[src/rtl/datamem_pkg.sv]
// rtl/datamem_pkg.sv - shared types and defaults for the data memory arbiter
//
// Purpose: default widths, FSM state type, memory request bundle and the
// port identifier used to remember which port was granted most recently.
// Optional feature macro used by this slice: DATAMEM_CLEAR_EN (zero-fill sweep).
package datamem_pkg;

    localparam int AW_DEF = 8;
    localparam int DW_DEF = 8;

    typedef enum logic {ST_CLEAR, ST_RUN} arb_state_t;

    typedef struct packed {
        logic              we;
        logic [AW_DEF-1:0] addr;
        logic [DW_DEF-1:0] wdata;
    } mem_req_t;

    typedef enum logic {PORT_A, PORT_B} port_t;

endpackage

[src/rtl/rr_arb2.sv]
// rtl/rr_arb2.sv - two-requester round-robin grant core
//
// Purpose: grants at most one of two requesters per cycle; on a tie the
// requester not granted most recently wins.
// Ports:
//   clk     in   rising-edge clock
//   rst_n   in   asynchronous active-low reset
//   req     in   [1:0] request (bit 0 = port A, bit 1 = port B)
//   enable  in   grants allowed this cycle
//   gnt     out  [1:0] one-hot (or zero) grant, combinational from req
import datamem_pkg::*;

module rr_arb2 (
    input  logic       clk,
    input  logic       rst_n,
    input  logic [1:0] req,
    input  logic       enable,
    output logic [1:0] gnt
);

    port_t last_grant;

    always_comb begin
        gnt = 2'b00;
        if (enable) begin
            unique case (req)
                2'b01:   gnt = 2'b01;
                2'b10:   gnt = 2'b10;
                2'b11:   gnt = (last_grant == PORT_B) ? 2'b01 : 2'b10;
                default: gnt = 2'b00;
            endcase
        end
    end

    // Only a cycle that actually grants moves the fairness pointer.
    always_ff @(posedge clk or negedge rst_n) begin
        if (!rst_n) begin
            last_grant <= PORT_B;
        end else if (gnt[0]) begin
            last_grant <= PORT_A;
        end else if (gnt[1]) begin
            last_grant <= PORT_B;
        end
    end

endmodule

[src/rtl/datamem_arbiter.sv]
// rtl/datamem_arbiter.sv - two-port round-robin sequencer in front of DataMem
//
// Purpose: shares the single-port data memory between the core (port A) and
// the host/DMA loader (port B), registers read data per port, and with
// DATAMEM_CLEAR_EN defined zero-fills the memory after every reset.
// Ports:
//   Clk, Reset                  clock, asynchronous active-low reset
//   a_req/a_we/a_addr/a_wdata   port A request (held until a_gnt)
//   a_gnt, a_rdata, a_rvalid    port A grant, registered read data, 1-cycle valid
//   b_*                         same for port B
//   mem_we/mem_addr/mem_wdata   DataMem control, driven by the granted port
//   mem_rdata                   DataMem combinational read data
//   busy                        zero-fill sweep in progress
import datamem_pkg::*;

module datamem_arbiter #(
    parameter int AW = AW_DEF,
    parameter int DW = DW_DEF
) (
    input  logic          Clk,
    input  logic          Reset,
    input  logic          a_req,
    input  logic          a_we,
    input  logic [AW-1:0] a_addr,
    input  logic [DW-1:0] a_wdata,
    output logic          a_gnt,
    output logic [DW-1:0] a_rdata,
    output logic          a_rvalid,
    input  logic          b_req,
    input  logic          b_we,
    input  logic [AW-1:0] b_addr,
    input  logic [DW-1:0] b_wdata,
    output logic          b_gnt,
    output logic [DW-1:0] b_rdata,
    output logic          b_rvalid,
    output logic          mem_we,
    output logic [AW-1:0] mem_addr,
    output logic [DW-1:0] mem_wdata,
    input  logic [DW-1:0] mem_rdata,
    output logic          busy
);

    arb_state_t state, state_nxt;
    logic [1:0] gnt;
    logic       run_en;

    // Gating with Reset keeps grants (and so mem_we) low the instant reset
    // asserts, so a write in flight at that edge never commits.
    assign run_en = (state == ST_RUN) && Reset;

    rr_arb2 u_rr_arb2 (
        .clk    (Clk),
        .rst_n  (Reset),
        .req    ({b_req, a_req}),
        .enable (run_en),
        .gnt    (gnt)
    );

    assign a_gnt = gnt[0];
    assign b_gnt = gnt[1];

`ifdef DATAMEM_CLEAR_EN
    localparam logic [AW-1:0] CLR_LAST = '1;
    logic [AW-1:0] clr_cnt;

    always_ff @(posedge Clk or negedge Reset) begin
        if (!Reset) begin
            state   <= ST_CLEAR;
            clr_cnt <= '0;
        end else begin
            state <= state_nxt;
            if (state == ST_CLEAR) begin
                clr_cnt <= clr_cnt + 1'b1;
            end
        end
    end
`else
    always_ff @(posedge Clk or negedge Reset) begin
        if (!Reset) begin
            state <= ST_RUN;
        end else begin
            state <= state_nxt;
        end
    end
`endif

    always_comb begin
        state_nxt = state;
        busy      = 1'b0;
        mem_we    = 1'b0;
        mem_addr  = '0;
        mem_wdata = '0;
        unique case (state)
            ST_CLEAR: begin
`ifdef DATAMEM_CLEAR_EN
                busy     = 1'b1;
                mem_we   = Reset;
                mem_addr = clr_cnt;
                if (clr_cnt == CLR_LAST) begin
                    state_nxt = ST_RUN;
                end
`else
                state_nxt = ST_RUN;
`endif
            end
            default: begin
                if (gnt[0]) begin
                    mem_we    = a_we;
                    mem_addr  = a_addr;
                    mem_wdata = a_wdata;
                end else if (gnt[1]) begin
                    mem_we    = b_we;
                    mem_addr  = b_addr;
                    mem_wdata = b_wdata;
                end
            end
        endcase
    end

    // Read data is captured from the combinational DataMem output at the
    // edge ending the grant cycle and held until that port reads again.
    always_ff @(posedge Clk or negedge Reset) begin
        if (!Reset) begin
            a_rvalid <= 1'b0;
            b_rvalid <= 1'b0;
            a_rdata  <= '0;
            b_rdata  <= '0;
        end else begin
            a_rvalid <= gnt[0] & ~a_we;
            b_rvalid <= gnt[1] & ~b_we;
            if (gnt[0] & ~a_we) begin
                a_rdata <= mem_rdata;
            end
            if (gnt[1] & ~b_we) begin
                b_rdata <= mem_rdata;
            end
        end
    end

endmodule

[config.mk]
export PLATFORM = sky130hd
export DESIGN_NAME = datamem_arbiter
export DESIGN_NICKNAME = d
export VERILOG_FILES = /design/src/rtl/datamem_pkg.sv /design/src/rtl/rr_arb2.sv /design/src/rtl/datamem_arbiter.sv
export SDC_FILE = /design/constraint.sdc
export NUM_CORES = 1
export LEC_CHECK = 0
export CAP_MARGIN = 20
export CORE_ASPECT_RATIO = 1.4
export CORE_MARGIN = 5
export CORE_UTILIZATION = 33
export CTS_CLUSTER_DIAMETER = 200
export DETAILED_ROUTE_END_ITERATION = 10
export PLACE_DENSITY = 0.86
export SETUP_SLACK_MARGIN = 0.15
export SLEW_MARGIN = 20
export SYNTH_ARGS = -nofsm -noshare
export SYNTH_HDL_FRONTEND = slang
export SYNTH_HIERARCHICAL = 1
export SYNTH_SLANG_ARGS = --single-unit
[constraint.sdc]
create_clock -name Clk -period 4 [get_ports Clk]
set_input_delay 0.8 -clock Clk [delete_from_list [all_inputs] [get_ports Clk]]
set_output_delay 0.8 -clock Clk [all_outputs]
set_load 0.1 [all_outputs]
# Word level (Yosys, flattened, before mapping)

Cells that the tools add are included.

Register bits after elaboration: 19
Output and inout bits: 38
Word-level logic and storage cells: 24

Equality and inequality tests: 3
Mux-type cells: 11
Bitwise logic cells: 4
Reduce and logical (&&, ||, !) cells: 1

Operators by type and width:

| kind                                                            | number |
|---|---|
| 8-bit two-way mux                                               | 4 |
| 2-bit one-hot mux with 3 select lines                           | 1 |
| 2-bit == test, second input constant                            | 2 |
| 1-bit two-way mux                                               | 4 |
| 2-bit two-way mux                                               | 2 |
| 1-bit AND                                                       | 2 |
| 2-bit by 1-bit == test with 1-bit output, second input constant | 1 |
| 1-bit inverter                                                  | 2 |
| 2-bit nonzero test                                              | 1 |

# Depth between registers and ports, before layout

Gate-level depths: netlist of the first run.

Depth in word-level cells: 5
Mapped depth: 6
Gate-level depth less buffers: 4

# Modules after synthesis

Netlist of the first run, hierarchy kept.

By module, submodules not included:

| module          | times used | cells an instance | area each (um^2) | sequential area each (um^2) |
|---|---|---|---|---|
| datamem_arbiter | 1          | 65                | 857.1            | 450.4 |
| rr_arb2         | 1          | 8                 | 62.6             | 26.3 |

# Worst setup path after synthesis of the first run

No wires, ideal clock.

Path kind: input-to-output
Start: input port Reset
End: output port mem_addr[5]
Data arrival time: 4.727 ns
Setup slack: -1.527 ns
Stages on the path: 4
Path buffers: 0
Cells stage by stage: nand2_1 -> a21oi_1 -> nand2_1 -> o21ai_0

Cells in the longest elaborated chain, start to end: 3

Ends and longest elaborated chain:

| item               | line                   | RTL |
|---|---|---|
| start: declaration | datamem_arbiter.sv:21  | `input logic Reset,` |
| 2-bit two-way mux  | rr_arb2.sv:25          | `if (enable) begin` |
| named net b_gnt    | datamem_arbiter.sv:33  | `output logic b_gnt,` |
| 8-bit two-way mux  | datamem_arbiter.sv:111 | `end else if (gnt[1]) begin` |
| 8-bit two-way mux  | datamem_arbiter.sv:107 | `if (gnt[0]) begin` |
| end: declaration   | datamem_arbiter.sv:37  | `output logic [AW-1:0] mem_addr,` |

The timed path passes the listed nets, and every way through them passes these cells.

# Worst setup path after layout of the first run

Start: input port b_req
End: output port mem_wdata[6]

Cells in the longest elaborated chain, start to end: 5
Elaborated cells on any way between the ends: 7

Ends and longest elaborated chain:

| item                                                                      | line                   | RTL |
|---|---|---|
| start: declaration                                                        | datamem_arbiter.sv:29  | `input logic b_req,` |
| 2-bit == test or 2-bit by 1-bit == test with 1-bit output (tied branches) | rr_arb2.sv:26          | `unique case (req)` |
| 2-bit one-hot mux with 3 select lines (*)                                 | rr_arb2.sv:26          |  |
| 2-bit two-way mux (*)                                                     | rr_arb2.sv:25          |  |
| 8-bit two-way mux                                                         | datamem_arbiter.sv:111 |  |
| 8-bit two-way mux (*)                                                     | datamem_arbiter.sv:107 |  |
| end: declaration                                                          | datamem_arbiter.sv:38  | `output logic [DW-1:0] mem_wdata,` |

Mark *: on every way between the ends. The rest lies on a longest branch, timed or not.

==> qor.yml, run 1 <==
ys_async_sr_fraction_pct: 100
drive_gt1_share_pct: 25.8
fin_tns_setup_ns: 0
r2r_slack_ns: 1.72
crit_path_start: "b_req"
required_ns: 3.20
htreeDepth: 1
hp-start: "a_rdata[2]"
postRouteAntennaNets: 0
whs_endpoint: "a_rdata[2]"
drv_slew: 0
r2r-end: "a_rdata[1]"
grt_pass1_vias: 988
setup.worst_path.class: "in2out"
fp.dieH_um: 72.5
clock-sinks: 19
cts_made_buffers: 3
start_util_pct: 34.8
yosys_warnings: 6
synth_cells: 73
maxCapViolations: 0
period_needed_ns: 3.23
placement.cell_area_um2: 1970
min_path_type: "reg2reg"
highest_layer: "met4"
ys_top_cells_by_count: "dfrtp_1, a22o_1, mux2_1, mux2_2, nand2_1"
grt_use_total_pct: 17.7
synth_ff_type: "dfrtp_1"
met3_length_um: 186
yosysTopAreaCell: "dfrtp_1"
drc: 0
ff2ff_path_depth: 5
critPathTopFamily: "buffers and inverters"
post_cts_resized: 0
io_pins: 84
yosys.cell_count.top_type: "dfrtp_1"
num_antenna_cells: 0
crit_fanout: 15
crit_path_end_kind: "output pin"
grt-ovfl-total: 0
synth_cell_type_count: 17
min_path_cells: 1
cts_tree: "built"
postLayoutCellArea_um2: 2000
whs_ns: 0.497
antenna_found_initial: 0
port_buffers: 82
status: "finished, final reports clean"
synth_top_area_share_pct: 49.0
slowest_stage: "clkdlybuf4s50_1"
fin_cells: 191
synth.cell_area_um2: 920
cts.repair_timing.setup_buffer_count: 0
clockBufferDepth: 2
dp_cells: 187
ys_seq_elements: 19
grt_setup_unrepaired: "no"
clk_transition_reported_paths_ns: 0.12
cpPeakStageDelay_ns: 0.53
insertion_delay_ns: 0.31
yosysSeqAreaShare_pct: 51.8
clock_skew_ns: 0.00994
routed-via-count: 885
finalNetCount: 202
hold_buffers: 0
r2r_start: "u_rr_arb2/last_grant"
wl_met2_um: 2030
totalWireLength_um: 3400
die_area_um2: 3960
hold_viol_final: 0
p_leak_nw: 0.821
die_x_um: 54.6
synth_area_leaders: "dfrtp_1, a22o_1, mux2_1, mux2_2, dfstp_2"
worst_pin_slew_ns: 0.990
setup_violations: 0
fmax_mhz: 310
cp.arrival_ns: 2.43
grt_pass1_wl_um: 5030
fin_ws_ns: 0.773
path_buf_inv: 2
wl_per_cell_um: 17.8
rows: 22
slew-limit-headroom_pct: 33.8
synth.net_count: 119
met1_length_um: 1120
preCtsSetupSlack_ns: 0.752
startpoint_type: "primary input"
cts-root-buf: "clkbuf_4"
syn_area_per_cell_um2: 12.6
gp_congestion: 0.751
post-route-period-util_pct: 80.7
drtIter0Drc: 5
synth_edf_count: 0
core_um2: 2640
fillers: 199
via_per_inst: 4.63
vdd_ir_drop_max_mv: 0.435
power.density_nw_per_um2: 535
grt_max_degree: 22
syn_to_final_growth_pct: 117
dp.final_hpwl_um: 2930
path_cells: "clkdlybuf4s50_1 > nand2_1 > a21oi_2 > and2b_4 > a22o_1 > buf_12"
firstDrtPassIters: 4
## state kept, by name, indices dropped and copies added, names as in the netlist
name,flops
b_rdata,8
u_rr_arb2/last_grant,1
b_rvalid,1
a_rdata,8
a_rvalid,1
## area by class of cell
| class | instances | area [um2] | share of cell area (%) |
|---|---|---|---|
| inverters | 1 | 3.75 | 0.188 |
| flip-flops and latches | 19 | 477 | 23.8 |
| repair buffers | 84 | 1030 | 51.3 |
| multi-input cells | 47 | 418 | 20.9 |
| well taps | 36 | 45.0 | 2.25 |
| clock buffers | 3 | 22.5 | 1.13 |
| clock inverters | 1 | 7.51 | 0.375 |
## power by group
group | internal [W] | switching (W)
Clock | 0.0000381 | 0.0000630
Combinational | 0.000204 | 0.000507
Sequential | 0.000237 | 0.0000212
Total | 0.000479 | 0.000591
## logic make-up after synthesis
logic type             synth area share [%]
AO/OA/AOI/OAI                          17.4
flip-flops                             51.8
multiplexers                           19.6
AND/OR/NAND/NOR                        5.58
buffers and inverters                  5.17
other                                 0.408
## per-stage QoR
step           power (W)  util [%]
2_1_floorplan   0.000751         -
3_5_place_dp    0.000977      74.5
6_report         0.00107      75.7
4_1_cts          0.00108      75.7
5_1_grt          0.00110      75.7
3_3_place_gp    0.000965      74.5
## layer usage
layer	vias up	GRT usage [%]
li1	432	-
met1	407	17.5
met2	40	34.6
met3	6	2.67
met4	0	5.82
met5	-	0
## placed cells by master (no fill, tap or decap), types with 2 or more instances in the layout
cell type	synthesis	final
buf_4	3	2
mux2_1	8	8
dfrtp_1	18	18
a22o_1	15	15
nand2_1	6	6
o21ai_2	0	2
a21oi_2	1	2
buf_12	0	19
clkdlybuf4s50_1	0	63
mux2_2	8	8
nor2b_1	2	2
clkbuf_4	0	3
## how the worst max path moves through the flow
stage | endpoint | slack (ns) | cells past startpoint
after floorplan | mem_addr[0] | 0.17 | 5
after global placement | mem_addr[2] | 0.83 | 6
after detailed placement | mem_wdata[6] | 0.75 | 6
after CTS | mem_wdata[6] | 0.76 | 6
after global routing | mem_we | 0.68 | 6
final | mem_wdata[6] | 0.77 | 6
## worst register-to-register path: cells and delay by family (launching register included)
kind	cells	cell delay (ns)
AND/OR/NAND/NOR	1	0.70
flip-flops	1	0.56
multiplexers	1	0.39
buffers and inverters	2	0.36
AO/OA/AOI/OAI	1	0.16
(Power assumes the default switching activity.)
==> run 2, diff against run 1 <==
--- a/config.mk
+++ b/config.mk
@@ -8,10 +8,10 @@
 export CAP_MARGIN = 20
 export CORE_ASPECT_RATIO = 1.4
 export CORE_MARGIN = 5
-export CORE_UTILIZATION = 33
+export CORE_UTILIZATION = 27
 export CTS_CLUSTER_DIAMETER = 200
 export DETAILED_ROUTE_END_ITERATION = 10
-export PLACE_DENSITY = 0.86
+export PLACE_DENSITY = 0.75
 export SETUP_SLACK_MARGIN = 0.15
 export SLEW_MARGIN = 20
 export SYNTH_ARGS = -nofsm -noshare
==> constraint.sdc (replaced) <==
create_clock -name Clk -period 2.8 [get_ports Clk]
set_input_delay 0.56 -clock Clk [delete_from_list [all_inputs] [get_ports Clk]]
set_output_delay 0.56 -clock Clk [all_outputs]
set_load 0.1 [all_outputs]
==> run 2 against run 1 <==
Cell area up 6.8%; critical path depth unchanged; routed wire length down 3.2%; first-iteration DRC count up 120%; utilization down 12 points; power up 47%; cell count up 4.2%; die area up 19%; combinational power up 44%; global-route usage down 3.1 points; critical endpoint is now mem_we; highest routed layer unchanged.
==> qor.yml, run 2 (synthesis gave the netlist of run 1 again) <==
seq_area_um2: 477  # unchanged
cpPeakStageDelay_ns: 0.54  # about the same
required_ns: 2.24  # -0.96 ns
drv_slew: 0  # unchanged
fin_tns_setup_ns: 0  # unchanged
path_cells: "clkdlybuf4s50_1 > nand2_1 > a21oi_4 > and2b_4 > a22o_2 > buf_12"
final_common_cell: "clkdlybuf4s50_1"
totalWireLength_um: 3290  # -3.2%
drive_gt1_share_pct: 48.4  # +23 points
vdd_ir_drop_max_mv: 0.595  # +37%
clk_transition_reported_paths_ns: 0.06  # -0.06 ns
start_util_pct: 27.5  # -7.3 points
num_antenna_cells: 0  # unchanged
fillers: 258  # +30%
cts-root-buf: "clkbuf_8"
clockBufferDepth: 2  # unchanged
finalNetCount: 206  # +2.0%
gp_congestion: 0.725  # -3.5%
power.density_nw_per_um2: 738  # +38%
hold_viol_final: 0  # unchanged
via_per_inst: 4.90  # +5.8%
routed-via-count: 976  # +10%
top_regs: "a_rdata x8, b_rdata x8"
rows: 25  # +14%
final_cell_mix: "clkdlybuf4s50_1, buf_4, buf_12"
path_buf_inv: 2  # unchanged
grt_setup_unrepaired: "no"
core_um2: 3350  # +27%
drtIter0Drc: 11  # +6
status: "finished, final reports clean"
die_area_um2: 4690  # +19%
cts_tree: "built"
wl_per_cell_um: 16.5  # -7.1%
min_path_type: "in2async"
port_buffers: 82  # unchanged
dp.final_hpwl_um: 2850  # -2.7%
maxCapViolations: 0  # unchanged
setup_violations: 0  # unchanged
post-route-period-util_pct: 92.4
cts.repair_timing.setup_buffer_count: 0  # unchanged
antenna_found_initial: 0  # unchanged
setup.worst_path.class: "in2out"
fp.dieH_um: 79.1  # +9.1%
grt_pass1_wl_um: 5260  # +4.7%
period_needed_ns: 2.59
power_w: 0.00158  # +47%
postRouteAntennaNets: 0  # unchanged
grt_pass1_vias: 1116  # +13%
cp.arrival_ns: 2.03  # -0.40 ns
drc: 0  # unchanged
clock-sinks: 19  # unchanged
crit_fanout: 8  # -7
crit_path_end_kind: "output pin"
cts_made_buffers: 3  # unchanged
grt-ovfl-total: 0  # unchanged
hold_buffers: 0  # unchanged
multiInputGateArea_um2: 537  # +28%
htreeDepth: 1  # unchanged
p_leak_nw: 0.953  # +16%
slowest_stage: "clkdlybuf4s50_1"
insertion_delay_ns: 0.25  # -0.06 ns
critPathTopFamily: "buffers and inverters"
fmax_mhz: 387
firstDrtPassIters: 2  # -2
io_pins: 84  # unchanged
die_x_um: 59.3  # +8.6%
grt_max_degree: 22  # unchanged
clock_skew_ns: 0.00280  # -0.00714 ns
syn_to_final_growth_pct: 132
startpoint_type: "primary input"
grt_use_total_pct: 14.6  # -3.1 points
[run 2: cell types whose count changed in the layout (fill, tap and decap cells not counted), moves of 2 or more]
cell             change
dlymetal6s2s_1       +2
buf_4               +20
clkbuf_8             +3
a22o_1              -15
a22o_4              +10
clkbuf_4             -3
a22o_2               +5
clkdlybuf4s50_1     -20
[run 2: metal layers]
metal	global-route usage [%]	wire length, um
met1	14.7	1040
met2	22.3	1480
met3	11.2	722
met4	5.44	43
met5	0	0
[run 2: power breakdown]
part           switching, W  internal, W  leakage, nW  total, W
Clock             0.0000825    0.0000988       0.0255  0.000181
Combinational      0.000731     0.000291        0.700   0.00102
Sequential        0.0000342     0.000339        0.228  0.000373
[run 2: final cells by class]
class | instances | area share, %
clock buffers | 3 | 1.93
clock inverters | 1 | 0.234
inverters | 1 | 0.176
multi-input cells | 48 | 25.1
flip-flops and latches | 19 | 22.3
well taps | 40 | 2.34
repair buffers | 87 | 47.8
[run 2: final timing paths]
check | startpoint | end | slack, ns | cells past startpoint
max | b_req | mem_we | 0.21 | 6
min | Reset | b_rdata[1] | 0.38 | 2
max reg2reg | u_rr_arb2/last_grant | a_rdata[5] | 0.94 | 6
min reg2reg | a_rdata[7] | a_rdata[7] | 0.49 | 1
max in group asynchronous | Reset | u_rr_arb2/last_grant | 2.16 | 2
min in group Clk | a_rdata[7] | a_rdata[7] | 0.49 | 1
[run 2: stage by stage]
step	area (um2)	std cells	worst slack [ns]	utilization (%)	hold slack (ns)
floorplan	1060	73	0.00394	-	0.264
CTS	2120	198	0.112	63.3	0.500
global placement	2070	194	0.163	61.9	0.472
finish	2130	199	0.214	63.8	0.381
global route	2130	199	0.136	63.8	0.407
detailed placement	2070	194	0.120	61.9	0.485
[run 2: worst reg2reg max path: stages (launching register included)]
cell and delay, ns:
dfstp_2 0.57, inv_1 0.10, a21oi_4 0.19, buf_12 0.20, nor2b_1 0.15, buf_4 0.19, mux2_1 0.35
[run 2: repair_timing]
action | CTS | global route
resized for setup | 0 | 4
endpoints found under the setup margin | 5 | 15
gates cloned | 0 | 1
==> run 3, diff against run 2 <==
--- a/config.mk
+++ b/config.mk
@@ -8,10 +8,12 @@
 export CAP_MARGIN = 20
 export CORE_ASPECT_RATIO = 1.4
 export CORE_MARGIN = 5
-export CORE_UTILIZATION = 27
+export CORE_UTILIZATION = 28
+export CTS_BUF_LIST = sky130_fd_sc_hd__clkbuf_2 sky130_fd_sc_hd__clkbuf_4 sky130_fd_sc_hd__clkbuf_8
 export CTS_CLUSTER_DIAMETER = 200
 export DETAILED_ROUTE_END_ITERATION = 10
-export PLACE_DENSITY = 0.75
+export HOLD_SLACK_MARGIN = 0.1
+export PLACE_DENSITY = 0.77
 export SETUP_SLACK_MARGIN = 0.15
 export SLEW_MARGIN = 20
 export SYNTH_ARGS = -nofsm -noshare
==> run 3 against run 2 <==
Worst hold slack better by 0.0041 ns; utilization up 4.8 points; clock power up 6%; count of clock-buffer cells in the layout up 1; clock skew about the same.
==> qor.yml, run 3 (synthesis gave the netlist of run 1 again) <==
clockBufferDepth: 2  # unchanged
cts-root-buf: "clkbuf_8"
maxCapViolations: 0  # unchanged
grt_use_total_pct: 14.7  # +0.099 points
drc: 0  # unchanged
syn_to_final_growth_pct: 135
fillers: 244  # -5.4%
startpoint_type: "primary input"
grt_pass1_wl_um: 5120  # -2.8%
port_buffers: 82  # unchanged
postRouteAntennaNets: 0  # unchanged
cp.arrival_ns: 2.00  # -0.03 ns
grt_pass1_vias: 1093  # -2.1%
fmax_mhz: 391  # +1.1%
clock_skew_ns: 0.00272  # -0.0000791 ns
setup.worst_path.class: "in2out"
totalWireLength_um: 3300  # +0.52%
cts_made_buffers: 3  # unchanged
slowest_stage: "clkdlybuf4s50_1"
setup_violations: 0  # unchanged
post-route-period-util_pct: 91.4  # -0.98 points
netSwitchingFraction_pct: 53.0  # -0.72 points
antenna_found_initial: 0  # unchanged
num_antenna_cells: 0  # unchanged
p_comb_share_pct: 64.5  # -0.3 points
core_um2: 3150  # -5.8%
hold_buffers: 0  # unchanged
cts.repair_timing.setup_buffer_count: 0  # unchanged
via_per_inst: 4.87  # -0.81%
p_seq_share_pct: 23.4  # -0.3 points
rows: 24  # -4.0%
grt_setup_unrepaired: "no"
ff2ff_path_depth: 7  # +1
fp.dieH_um: 77.8  # -1.6%
hold_viol_final: 0  # unchanged
wl_per_cell_um: 16.5  # about the same
die_area_um2: 4550  # -3.1%
min_path_type: "in2async"
required_ns: 2.24  # about the same
fin_tns_setup_ns: 0  # unchanged
power.density_nw_per_um2: 734  # -0.61%
whs_ns: 0.385  # +0.00412 ns
finish.utilization_pct: 68.6  # +4.8 points
final_common_cell: "clkdlybuf4s50_1"
top_regs: "a_rdata x8, b_rdata x8"
grt-ovfl-total: 0  # unchanged
finalNetCount: 208  # +0.97%
firstDrtPassIters: 2  # unchanged
p_leak_nw: 0.967  # +1.5%
crit_path_end_kind: "output pin"
drv_slew: 0  # unchanged
insertion_delay_ns: 0.25  # about the same
die_x_um: 58.4  # -1.5%
drtIter0Drc: 11  # unchanged
cts_tree: "built"
vdd_ir_drop_max_mv: 0.541  # -9.2%
io_pins: 84  # unchanged
dp.final_hpwl_um: 2860  # +0.42%
htreeDepth: 1  # unchanged
cpPeakStageDelay_ns: 0.53  # about the same
clk_transition_reported_paths_ns: 0.06  # about the same
start_util_pct: 29.2  # +1.7 points
grt_max_degree: 21  # -4.5%
gp_congestion: 0.802  # +11%
drive_gt1_share_pct: 49.1  # +0.64 points
switchingPower_w: 0.000842  # -0.62%
crit_fanout: 8  # unchanged
path_cells: "clkdlybuf4s50_1 > nand2_1 > a21oi_4 > and2b_4 > a22o_2 > buf_12"
final_cell_mix: "clkdlybuf4s50_1, buf_4, buf_12"
status: "finished, final reports clean"
clkPwrFrac_pct: 12.0  # +0.5 points
period_needed_ns: 2.56  # -0.0274 ns
routed-via-count: 973  # -0.31%
clock-sinks: 19  # unchanged
p_int_w: 0.000746  # +2.3%
## run 3: cell count changes in the layout (fill, tap and decap cells not counted)
| cell | before | now |
|---|---|---|
| buf_12 | 20 | 21 |
| buf_4 | 22 | 23 |
| clkbuf_4 | 0 | 1 |
| clkinv_2 | 1 | 0 |
## run 3: stage by stage
stage,cell area (um2),cells,total power (W),setup slack [ns]
2_1_floorplan,1060,73,0.00110,0.00394
3_3_place_gp,2100,195,0.00140,0.161
3_5_place_dp,2100,195,0.00141,0.118
4_1_cts,2150,199,0.00160,0.112
5_1_grt,2160,200,0.00164,0.164
6_report,2160,200,0.00159,0.241
## run 3: repair_timing
item | in CTS | in global routing
endpoints found under the setup margin | 5 | 15
resized for setup | 0 | 4
cloned | 0 | 1
## run 3: worst max-delay path: cells and delay by family
kind	cells	cell delay, ns
AO/OA/AOI/OAI	2	0.35
buffers and inverters	2	0.70
AND/OR/NAND/NOR	2	0.38
## run 3: cell type report
| cell class | instances | area, um2 | share of cell area (%) |
|---|---|---|---|
| Sequential cell | 19 | 477 | 22.0 |
| Tap cell | 39 | 48.8 | 2.26 |
| Clock buffer | 4 | 48.8 | 2.26 |
| Timing Repair Buffer | 89 | 1050 | 48.5 |
| Multi-Input combinational cell | 48 | 537 | 24.8 |
| Inverter | 1 | 3.75 | 0.174 |
## run 3: power groups by stage
stage                     logic (W)  clock network, W  registers, W
after floorplan            0.000282                 0      0.000814
after global placement      0.00102                 0      0.000374
after detailed placement    0.00103                 0      0.000377
after CTS                   0.00103          0.000199      0.000372
after global routing        0.00106          0.000209      0.000379
final                       0.00102          0.000191      0.000372
## run 3: final timing paths
kind | start | end | slack [ns]
max | b_req | mem_wdata[0] | 0.24
min | Reset | b_rdata[4] | 0.38
max reg2reg | u_rr_arb2/last_grant | a_rdata[3] | 0.92
min reg2reg | a_rdata[3] | a_rdata[3] | 0.49
max in group asynchronous | Reset | u_rr_arb2/last_grant | 2.16
min in group Clk | a_rdata[3] | a_rdata[3] | 0.49
## run 3: layer usage
layer | global-route usage [%] | vias up | routed length, um | part of all wire, %
li1 | - | 447 | - | -
met1 | 14.9 | 438 | 1100 | 33
met2 | 23.4 | 84 | 1430 | 43
met3 | 10.8 | 4 | 732 | 22
met4 | 4.18 | 0 | 36 | 1.1
met5 | 0 | - | 0 | 0
